**config.mk**
```make
export PLATFORM = sky130hd
export DESIGN_NAME = flit_link_buffer
export DESIGN_NICKNAME = d
export VERILOG_FILES = /design/src/rtl/flit_link_buffer.sv
export SDC_FILE = /design/constraint.sdc
export NUM_CORES = 1
export LEC_CHECK = 0
export ABC_AREA = 1
export BUFFER_PORTS_ARGS = -buffer_cell sky130_fd_sc_hd__buf_2
export CAP_MARGIN = 20
export CORE_AREA = 2 2 47 93
export DETAILED_ROUTE_END_ITERATION = 8
export DIE_AREA = 0 0 49 95
export PLACE_DENSITY = 0.76
export SETUP_SLACK_MARGIN = 0.15
export SYNTH_ARGS = -nofsm -noshare
export SYNTH_HDL_FRONTEND = slang
export SYNTH_SLANG_ARGS = --single-unit
```
**constraint.sdc**
```tcl
create_clock -name clk -period 4.14 [get_ports clk]
set_input_delay 0 -clock clk [delete_from_list [all_inputs] [get_ports clk]]
set_output_delay 0 -clock clk [all_outputs]
set_load 0.05 [all_outputs]
```
**src/rtl/flit_link_buffer.sv**
```systemverilog
// flit_link_buffer: first-word-fall-through flit FIFO placed between an upstream
// router down port and a downstream VC input. It also tracks packet framing on
// the input side: it counts completed packets and raises a sticky error flag on
// framing violations. Flits are always stored and forwarded unchanged, even
// when they break framing.
module flit_link_buffer #(
  parameter int DEPTH  = 4,   // power of two, 2..16
  parameter int FLIT_W = 8    // framing type lives in bits [7:6]
) (
  input  logic                     clk,
  input  logic                     rst,
  input  logic [FLIT_W-1:0]        in_flit,
  input  logic                     in_valid,
  output logic                     in_ready,
  output logic [FLIT_W-1:0]        out_flit,
  output logic                     out_valid,
  input  logic                     out_ready,
  output logic [$clog2(DEPTH):0]   occupancy,
  output logic [7:0]               pkt_count,
  output logic                     frame_err
);

  localparam int AW = $clog2(DEPTH);

  localparam logic [AW:0]   FULL_LVL = (AW+1)'(DEPTH);
  localparam logic [AW:0]   OCC_ONE  = (AW+1)'(1);
  localparam logic [AW-1:0] PTR_ONE  = AW'(1);

  // Flit type encoding in bits [7:6]
  localparam logic [1:0] FT_BODY   = 2'b00;
  localparam logic [1:0] FT_HEAD   = 2'b01;
  localparam logic [1:0] FT_TAIL   = 2'b10;
  localparam logic [1:0] FT_SINGLE = 2'b11;

  // Framing FSM states
  localparam logic [0:0] ST_IDLE   = 1'b0;
  localparam logic [0:0] ST_IN_PKT = 1'b1;

  logic [FLIT_W-1:0] r_mem [DEPTH];
  logic [AW-1:0]     r_wr_ptr;
  logic [AW-1:0]     r_rd_ptr;
  logic [AW:0]       r_occ;
  logic [0:0]        r_state;
  logic [7:0]        r_pkt_count;
  logic              r_frame_err;

  logic              w_push;
  logic              w_pop;
  logic [1:0]        w_ftype;
  logic [0:0]        w_state_nxt;
  logic              w_pkt_done;
  logic              w_ferr;

  // Handshake flags come only from registered occupancy, so there is no
  // combinational path from in_valid/out_ready to the ready/valid outputs.
  // When full, a simultaneous pop does not open a slot until the next cycle.
  assign in_ready  = (r_occ < FULL_LVL);
  assign out_valid = (r_occ != '0);
  assign out_flit  = r_mem[r_rd_ptr];
  assign occupancy = r_occ;
  assign pkt_count = r_pkt_count;
  assign frame_err = r_frame_err;

  assign w_push  = in_valid && in_ready;
  assign w_pop   = out_valid && out_ready;
  assign w_ftype = in_flit[7:6];

  // Storage array: data only, never cleared; a push during reset is dropped
  always_ff @(posedge clk) begin
    if (w_push && !rst) begin
      r_mem[r_wr_ptr] <= in_flit;
    end
  end

  // Read/write pointers and occupancy; pointers wrap naturally at DEPTH
  always_ff @(posedge clk) begin
    if (rst) begin
      r_wr_ptr <= '0;
      r_rd_ptr <= '0;
      r_occ    <= '0;
    end else begin
      if (w_push) begin
        r_wr_ptr <= r_wr_ptr + PTR_ONE;
      end
      if (w_pop) begin
        r_rd_ptr <= r_rd_ptr + PTR_ONE;
      end
      case ({w_push, w_pop})
        2'b10:   r_occ <= r_occ + OCC_ONE;
        2'b01:   r_occ <= r_occ - OCC_ONE;
        default: r_occ <= r_occ;
      endcase
    end
  end

  // Framing next-state: only evaluated for flits actually accepted
  always_comb begin
    w_state_nxt = r_state;
    w_pkt_done  = 1'b0;
    w_ferr      = 1'b0;
    if (w_push) begin
      case (r_state)
        ST_IDLE: begin
          case (w_ftype)
            FT_HEAD:   w_state_nxt = ST_IN_PKT;
            FT_SINGLE: w_pkt_done  = 1'b1;
            default:   w_ferr      = 1'b1;   // BODY or TAIL with no open packet
          endcase
        end
        ST_IN_PKT: begin
          case (w_ftype)
            FT_BODY: w_state_nxt = ST_IN_PKT;
            FT_TAIL: begin
              w_state_nxt = ST_IDLE;
              w_pkt_done  = 1'b1;
            end
            FT_HEAD: w_ferr = 1'b1;          // open packet abandoned, new one starts
            default: begin                   // SINGLE inside a packet
              w_ferr      = 1'b1;
              w_state_nxt = ST_IDLE;
              w_pkt_done  = 1'b1;
            end
          endcase
        end
        default: w_state_nxt = ST_IDLE;
      endcase
    end
  end

  // Framing state, wrapping packet counter and sticky error flag
  always_ff @(posedge clk) begin
    if (rst) begin
      r_state     <= ST_IDLE;
      r_pkt_count <= 8'd0;
      r_frame_err <= 1'b0;
    end else begin
      r_state <= w_state_nxt;
      if (w_pkt_done) begin
        r_pkt_count <= r_pkt_count + 8'd1;
      end
      if (w_ferr) begin
        r_frame_err <= 1'b1;
      end
    end
  end

endmodule

```
==> flow_summary.json, run 1 <==
{
  "synthTopCellsByArea": "edfxtp_1 46%, dfxtp_1 18%, nor2_1 7.3%",
  "cts_sinks": 51,
  "cts_tree": "built",
  "net-switching-power_uw": 592.7,
  "swShare_pct": 41.56,
  "drive_above_1_share_pct": 20.00,
  "seq_area_frac_synth_pct": 63.54,
  "status": "completed",
  "routed_wirelength_um": 3877,
  "hp-start": "out_ready",
  "grt_max_degree": 18,
  "yosysWarnings": 0,
  "crit_chain": "clkinv_2 -> nand3_1 -> nand2_1 -> inv_1 -> ha_1 -> inv_1 -> fa_1 -> nand2_1 -> nand3_1 -> o21ai_0 -> a21oi_1",
  "peakVddDrop_uv": 553.3,
  "setup_tns_ns": 0,
  "synth_most_common_cell": "nor2_1",
  "synth.distinct_cells": 24,
  "p_per_area_nw_per_um2": 573.4,
  "grt_pass1_vias": 1486,
  "end_kind": "flop",
  "cts_buffers": 5,
  "p_int_uw": 833.6,
  "seq_area_um2": 1341,
  "clock-skew-final_ns": 0.005755,
  "p_comb_share_pct": 36.5,
  "power_mw": 1.426,
  "avgSynthCellArea_um2": 10.35,
  "maxCapViolations": 0,
  "period_share_pct": 45.34,
  "cts.repair.resized": 0,
  "seqPwrFrac_pct": 44.3,
  "fp.dieW_um": 49,
  "core-area_um2": 4005,
  "setup_viol_count_final": 0,
  "dp_slack_ns": 2.314,
  "synth_edf_count": 32,
  "cpMaxStageDelayCell": "fa_1",
  "die_y_um": 95,
  "fmax_ghz": 0.5328,
  "cp-start-kind": "flop",
  "finalHoldWorstSlack_ns": 0.03246,
  "fillerInstances": 338,
  "fp.dieArea_um2": 4655,
  "fin_ws_ns": 2.263,
  "path_max_fanout": 6,
  "p_leak_nw": 1.007,
  "syn_to_final_growth_pct": 17.84,
  "hold_class": "input pin to flop",
  "dr_total_vias": 1524,
  "final_nets": 268,
  "grt-ovfl-total": 0,
  "synth_commonest_cells": "41 x nor2_1, 32 x edfxtp_1, 22 x nand2_1",
  "synth_cells": 204,
  "startpoint": "occupancy[2]$_SDFFE_PP0P_",
  "cts_setup_buffers": 0,
  "rr_startpoint": "occupancy[2]$_SDFFE_PP0P_",
  "cts_max_path_buffers": 2,
  "io_buffer_count": 33,
  "drc": 0,
  "synth_nets": 223,
  "antenna_found_initial": 0,
  "h-tree-depth": 2,
  "num_antenna_cells": 0,
  "wl_per_cell_um": 12.84,
  "gp_congestion": 0.7590,
  "post-dp-hpwl_um": 2662,
  "synth_ff_type": "edfxtp_1",
  "fin_crit_ns": 1.877,
  "grt_setup_unrepaired": "no",
  "hold_viol": 0,
  "yosysTopAreaCell": "edfxtp_1",
  "multi_input_comb_area_um2": 653.1,
  "slew_headroom_pct": 47.62,
  "clk_latency_ns": 0.30,
  "dr.pass1.iters": 6,
  "postRouteAntennaNets": 0,
  "start_util_pct": 52.70,
  "row_count": 33,
  "synthArstFlopShare_pct": 0,
  "worst_pin_slew_ns": 0.7829,
  "grtUsageTotal_pct": 18.44,
  "clk_pin_slew_ns": 0.08,
  "num_io_pins": 34,
  "cpPeakStageDelay_ns": 0.39,
  "clkPwrFrac_pct": 19.2,
  "timing.final.max_slew_violations": 0,
  "grt_pass1_wl_um": 6458,
  "viasPerCell": 5.046,
  "synth_top_area_share_pct": 45.52,
  "cp.required_ns": 4.33,
  "worstPathArrival_ns": 2.07,
  "synth_area_um2": 2111,
  "critical_path_class": "flop to flop",
  "synth-seq-cells": 51,
  "drt_iter0_drc": 41,
  "cts-root-buf": "clkbuf_8"
}
-- cells in the final DEF, fill, tap and decap left out --
cell,instances
clkinvlp_4,1
nand3_4,1
nand2_1,22
edfxtp_1,32
inv_2,2
dlygate4sd3_1,9
nand3_2,1
o21ai_0,21
nor2_1,41
ha_1,6
o21ai_1,3
buf_2,33
xor2_1,1
o21bai_1,1
clkbuf_8,5
clkinv_2,2
inv_1,20
nand3_1,5
a21oi_1,9
clkbuf_1,1
nor2_2,4
o22ai_1,8
dfxtp_1,19
fa_1,1
nand4_1,1
nand2_2,1
-- flip-flops by register name, indices dropped and copies added (netlist names), named ones only --
register / cells
occupancy: 3
r_rd_ptr: 2
r_mem: 32
pkt_count: 8
r_wr_ptr: 2
frame_err: 1
r_state: 1
-- power groups by stage --
stage               logic [mW]  clock network (mW)  registers, mW
floorplan                0.354                   0          0.681
global placement         0.497                   0          0.642
detailed placement       0.514                   0          0.644
CTS                      0.521               0.283          0.632
global route             0.569               0.302          0.640
finish                   0.521               0.274          0.632
-- layer usage --
metal / vias up / global-route usage (%) / wire (µm)
met5: - / 0 / 0
met4: 0 / 9.524 / 98
met3: 10 / 4.430 / 154
met2: 41 / 32.08 / 1992
met1: 698 / 20.76 / 1631
li1: 775 / - / -
-- cells by family after synthesis --
group	synth area share, %
XOR/XNOR	0.4150
buffers and inverters	5.513
AO/OA/AOI/OAI	10.55
flip-flops	63.54
adder cells (fa/ha/maj)	4.505
AND/OR/NAND/NOR	15.47
-- cell type report --
cell class,count,area share [%]
clock buffers,6,2.917
flip-flops and latches,51,53.92
multi-input cells,126,26.26
repair buffers,42,10.26
clock inverters,2,0.5030
inverters,23,3.521
well taps,52,2.616
-- path summary, 6_finish.rpt --
check / to / slack (ns) / depth (start not counted)
hold / removal: r_rd_ptr[1]$_SDFFE_PP0P_ / 0.03 / 4
setup reg to reg: occupancy[2]$_SDFFE_PP0P_ / 2.26 / 11
hold reg to reg: pkt_count[4]$_SDFFE_PP0P_ / 0.50 / 2
setup / recovery: occupancy[2]$_SDFFE_PP0P_ / 2.26 / 11
-- critical path: cells and delay by family, from the launching register on --
| kind | cells | cell delay [ns] |
|---|---|---|
| DFF | 1 | 0.35 |
| and+or+nand+nor | 4 | 0.35 |
| buffers and inverters | 3 | 0.30 |
| adders and majority gates | 2 | 0.58 |
| AOI/OAI and AO/OA | 2 | 0.20 |
-- per-stage QoR --
stage / std cells / utilization, % / cell area (µm²)
final: 302 / 62.11 / 2487
after global routing: 302 / 62.11 / 2487
after CTS: 302 / 62.11 / 2487
after detailed placement: 285 / 57.73 / 2312
after global placement: 285 / 57.73 / 2312
after floorplan: 204 / - / 2111
-- what timing repair did --
| action | CTS | global route |
|---|---|---|
| setup endpoints to repair | 0 | 0 |
| hold buffers | 9 | 0 |
| endpoints found under the hold margin | 35 | 0 |
Note: power is estimated with default switching activity, not from simulation.
==> run 2, diff against run 1 <==
Settings changed: CORE_AREA 2 2 47 93 to 2 2 49 97, DIE_AREA 0 0 49 95 to 0 0 51 99, PLACE_DENSITY 0.76 to 0.73.
Clock period 4.14 ns to 1.6 ns, I/O delays scaled along.
==> flow_summary.json, run 2 (same netlist as run 1, synthesis figures left out) <==
{
  "status": "finished, violations left",
  "violations": "negative setup slack",
  "seqPwrFrac_pct": 39.1,
  "p_per_area_nw_per_um2": 1507,
  "grt-ovfl-total": 0,
  "cts_max_path_buffers": 2,
  "setup_viol_count_final": 3,
  "row_count": 34,
  "dr_total_vias": 1598,
  "clk_pin_slew_ns": 0.10,
  "grtUsageTotal_pct": 18.06,
  "syn_to_final_growth_pct": 33.55,
  "drc": 0,
  "grt_setup_unrepaired": "yes",
  "final_nets": 287,
  "routed_wirelength_um": 4311,
  "maxCapViolations": 0,
  "fmax_ghz": 0.6164,
  "cts_tree": "built",
  "num_antenna_cells": 0,
  "grt_max_degree": 18,
  "reg2reg_to": "occupancy[2]$_SDFFE_PP0P_",
  "hold_class": "input pin to flop",
  "cts-root-buf": "clkbuf_8",
  "timing.final.max_slew_violations": 0,
  "cp-start-kind": "flop",
  "viasPerCell": 4.947,
  "h-tree-depth": 2,
  "dr.pass1.iters": 4,
  "clk_latency_ns": 0.30,
  "start_util_pct": 49.13,
  "period_share_pct": 101.4,
  "p_comb_share_pct": 43.2,
  "rr_startpoint": "occupancy[2]$_SDFFE_PP0P_",
  "clock-skew-final_ns": 0.01015,
  "drt_iter0_drc": 22,
  "cts_sinks": 51,
  "final_common_cell": "nor2_1",
  "final_cell_mix": "37 x nor2_1, 32 x edfxtp_1, 26 x buf_2",
  "wl_per_cell_um": 13.35,
  "fin_ws_ns": -0.02224,
  "final_util_pct": 65.61,
  "end_kind": "flop",
  "core-area_um2": 4297,
  "gp_congestion": 0.7555,
  "slew_headroom_pct": 81.27,
  "antenna_found_initial": 0,
  "power_mw": 4.248,
  "fillerInstances": 353,
  "cp.required_ns": 1.81,
  "io_buffer_count": 33,
  "grt_pass1_vias": 1553,
  "cts_buffers": 5,
  "min_to": "r_state$_SDFFE_PP0P_",
  "post-dp-hpwl_um": 2843,
  "worst_pin_slew_ns": 0.2803,
  "clkPwrFrac_pct": 17.7,
  "p_leak_nw": 1.133,
  "fp.dieArea_um2": 5049,
  "hold_viol": 0,
  "worstPathArrival_ns": 1.83,
  "whs_path_depth": 4,
  "net-switching-power_mw": 1.745,
  "rrSetupSlack_ns": -0.02,
  "peakVddDrop_uv": 1999,
  "num_io_pins": 34,
  "drive_above_1_share_pct": 36.43,
  "postRouteAntennaNets": 0,
  "die_y_um": 99,
  "fp.dieW_um": 51,
  "swShare_pct": 41.09,
  "largest_reg_flops": 32,
  "fin_crit_ns": 1.622,
  "reg2reg_depth": 11,
  "p_int_mw": 2.502,
  "grt_pass1_wl_um": 6851,
  "hp-start": "in_valid",
  "path_max_fanout": 4,
  "largest_register": "r_mem",
  "critical_path_class": "flop to flop"
}
-- run 2: cell count changes in the layout (fill, tap and decap cells not counted), moves of 3 or more --
cell	previous run	this run
inv_1	20	15
dfxtp_1	19	12
nand2_1	22	19
nor2_1	41	37
buf_4	0	24
buf_2	33	26
nor2_4	0	5
dfxtp_4	0	5
-- run 2: power groups by stage --
stage,clock [mW],sequential (mW),combinational (mW)
floorplan,0,1.80,1.03
global placement,0,1.67,1.48
detailed placement,0,1.67,1.50
CTS,0.765,1.65,1.72
global route,0.809,1.68,1.96
finish,0.750,1.66,1.84
-- run 2: stage by stage --
stage               setup TNS [ns]  instances  setup slack [ns]  hold slack (ns)  cell area (µm²)
global placement                 0        292           0.04177           0.2188             2452
finish                    -0.06045        323          -0.02224           0.1169             2819
floorplan                  -0.4256        204           -0.2504          0.07238             2211
global route               -0.1857        323          -0.08652           0.1243             2819
detailed placement               0        292          0.004541           0.2219             2452
CTS                              0        321           0.02625          0.07656             2755
-- run 2: worst max path at each step --
stage / startpoint / endpoint / slack (ns) / cells after the start
global route: occupancy[2]$_SDFFE_PP0P_ / occupancy[2]$_SDFFE_PP0P_ / -0.09 / 11
global placement: occupancy[1]$_SDFFE_PP0P_ / occupancy[2]$_SDFFE_PP0P_ / 0.04 / 11
finish: occupancy[2]$_SDFFE_PP0P_ / occupancy[2]$_SDFFE_PP0P_ / -0.02 / 11
floorplan: occupancy[2]$_SDFFE_PP0P_ / occupancy[2]$_SDFFE_PP0P_ / -0.25 / 11
CTS: occupancy[2]$_SDFFE_PP0P_ / occupancy[2]$_SDFFE_PP0P_ / 0.03 / 11
detailed placement: occupancy[1]$_SDFFE_PP0P_ / occupancy[2]$_SDFFE_PP0P_ / 0.005 / 11
-- run 2: layout make-up --
type                       instances  area [µm²]  share of cell area (%)
sequential                        51        1363                   48.34
tap                               54       67.56                   2.397
clock buffer                       5       68.82                   2.441
timing repair buffer              61       431.7                   15.31
clock inverter                     3       23.77                  0.8433
inverter                          23       107.6                   3.817
multi-input combinational        126       757.0                   26.85
-- run 2: repair_timing --
action                                  CTS  global route
pin swaps                                 9             4
resized for setup                         9            18
endpoints found under the setup margin   31            45
hold buffers                              9             0
hold endpoints to repair                 35             0
setup buffers                            12             2
-- run 2: critical path: stages, from the launching register on --
cell and delay, ns:
dfxtp_4 0.39, clkinv_8 0.06, nand3_4 0.06, nand2_2 0.06, inv_2 0.08, ha_4 0.14, inv_2 0.04, fa_2 0.33
nand2_1 0.10, nand3_2 0.09, o21ai_2 0.13, a21oi_1 0.04
-- run 2: metal layers --
layer  share of wire, %  track usage (%)  vias up
met5                  0                0        -
met4                2.4            7.484        0
met3                3.1            3.182       10
met2                 58            35.36       36
met1                 36            17.26      739
li1                   -                -      813
==> run 3, diff against run 2 <==
Settings changed: RECOVER_POWER set to 100.
==> flow_summary.json, run 3 (same netlist as run 1, synthesis figures left out) <==
{
  "seqPwrFrac_pct": 39.1,
  "cts_max_path_buffers": 2,
  "largest_reg_flops": 32,
  "grt_pass1_wl_um": 6851,
  "core-area_um2": 4297,
  "dp_slack_ns": 0.004541,
  "gp_congestion": 0.7555,
  "final_cell_mix": "37 x nor2_1, 32 x edfxtp_1, 24 x buf_4",
  "cp-start-kind": "flop",
  "status": "finished, violations left",
  "cts_sinks": 51,
  "setup_viol_count_final": 3,
  "net-switching-power_mw": 1.748,
  "fp.dieW_um": 51,
  "fin_crit_ns": 1.625,
  "violations": "negative setup slack",
  "final_common_cell": "nor2_1",
  "grt_max_degree": 18,
  "swShare_pct": 41.19,
  "clk_pin_slew_ns": 0.10,
  "end_kind": "flop",
  "p_int_mw": 2.496,
  "dr.pass1.iters": 4,
  "dr_total_vias": 1599,
  "fin_ws_ns": -0.02456,
  "final_nets": 287,
  "path_max_fanout": 4,
  "h-tree-depth": 2,
  "num_antenna_cells": 0,
  "finalHoldWorstSlack_ns": 0.1156,
  "grtUsageTotal_pct": 18.06,
  "worstPathArrival_ns": 1.83,
  "period_share_pct": 101.5,
  "cts-root-buf": "clkbuf_8",
  "slew_headroom_pct": 60.70,
  "start_util_pct": 49.13,
  "p_per_area_nw_per_um2": 1512,
  "fmax_ghz": 0.6156,
  "critical_path_class": "flop to flop",
  "viasPerCell": 4.950,
  "drive_above_1_share_pct": 32.71,
  "drt_iter0_drc": 22,
  "cts_tree": "built",
  "routed_wirelength_um": 4327,
  "syn_to_final_growth_pct": 32.96,
  "power_mw": 4.244,
  "p_comb_share_pct": 43.2,
  "die_y_um": 99,
  "clock-skew-final_ns": 0.009566,
  "fp.dieArea_um2": 5049,
  "wl_per_cell_um": 13.40,
  "timing.final.max_slew_violations": 0,
  "drc": 0,
  "num_io_pins": 34,
  "grt-ovfl-total": 0,
  "postRouteAntennaNets": 0,
  "rrSetupSlack_ns": -0.02,
  "clkPwrFrac_pct": 17.7,
  "hold_class": "input pin to flop",
  "cts_buffers": 5,
  "post-dp-hpwl_um": 2843,
  "hold_viol": 0,
  "setup_tns_ns": -0.06786,
  "peakVddDrop_uv": 1989,
  "grt_pass1_vias": 1553,
  "io_buffer_count": 33,
  "maxCapViolations": 0,
  "antenna_found_initial": 0,
  "grt_setup_unrepaired": "yes",
  "row_count": 34,
  "largest_register": "r_mem",
  "worst_pin_slew_ns": 0.5920,
  "cp.required_ns": 1.81,
  "clk_latency_ns": 0.30,
  "p_leak_nw": 1.103
}
[run 3: changes by cell type in the layout (fill, tap and decap cells not counted)]
cell and change:
buf_2 -10, clkbuf_1 +10
[run 3: final cells by class]
type	count	area, µm²
well taps	54	67.56
clock inverters	3	23.77
clock buffers	5	68.82
repair buffers	61	419.2
fillers	354	1490
flip-flops and latches	51	1363
multi-input cells	126	757.0
inverters	23	107.6
[run 3: critical path, stage by stage, from the launching register on]
cell and delay (ns):
dfxtp_4 0.39, clkinv_8 0.06, nand3_4 0.06, nand2_2 0.06, inv_2 0.08, ha_4 0.14, inv_2 0.04, fa_2 0.33
nand2_1 0.10, nand3_2 0.09, o21ai_2 0.13, a21oi_1 0.04
[run 3: through the flow]
step	utilization (%)	std cells	instance area, µm²
final	65.32	323	2806
after global placement	57.08	292	2452
after floorplan	-	204	2211
after CTS	64.12	321	2755
after detailed placement	57.08	292	2452
after global routing	65.32	323	2806
[run 3: what timing repair did]
action	4_1_cts	5_1_grt
setup buffers	12	2
resized for setup	9	18
hold buffers	9	0
pin swaps	9	4
endpoints found under the setup margin	31	45
hold endpoints to repair	35	0
[run 3: final timing paths]
| path | startpoint | endpoint | cells past startpoint |
|---|---|---|---|
| max | occupancy[2]$_SDFFE_PP0P_ | occupancy[2]$_SDFFE_PP0P_ | 11 |
| min | in_valid | r_state$_SDFFE_PP0P_ | 4 |
| max reg2reg | occupancy[2]$_SDFFE_PP0P_ | occupancy[2]$_SDFFE_PP0P_ | 11 |
| min reg2reg | frame_err$_SDFFE_PP0P_ | frame_err$_SDFFE_PP0P_ | 2 |
[run 3: power groups by stage]
stage          combinational (mW)  clock (mW)  sequential, mW
2_1_floorplan                1.03           0            1.80
3_3_place_gp                 1.48           0            1.67
3_5_place_dp                 1.50           0            1.67
4_1_cts                      1.72       0.765            1.65
5_1_grt                      1.95       0.809            1.68
6_report                     1.83       0.751            1.66
[run 3: metal layers]
metal  GRT usage [%]  share of wire, %  vias to the layer above  wire (µm)
li1                -                 -                      813          -
met1           17.26                36                      740       1577
met2           35.36                58                       36       2511
met3           3.182               3.1                       10        135
met4           7.484               2.4                        0        104
met5               0                 0                        -          0
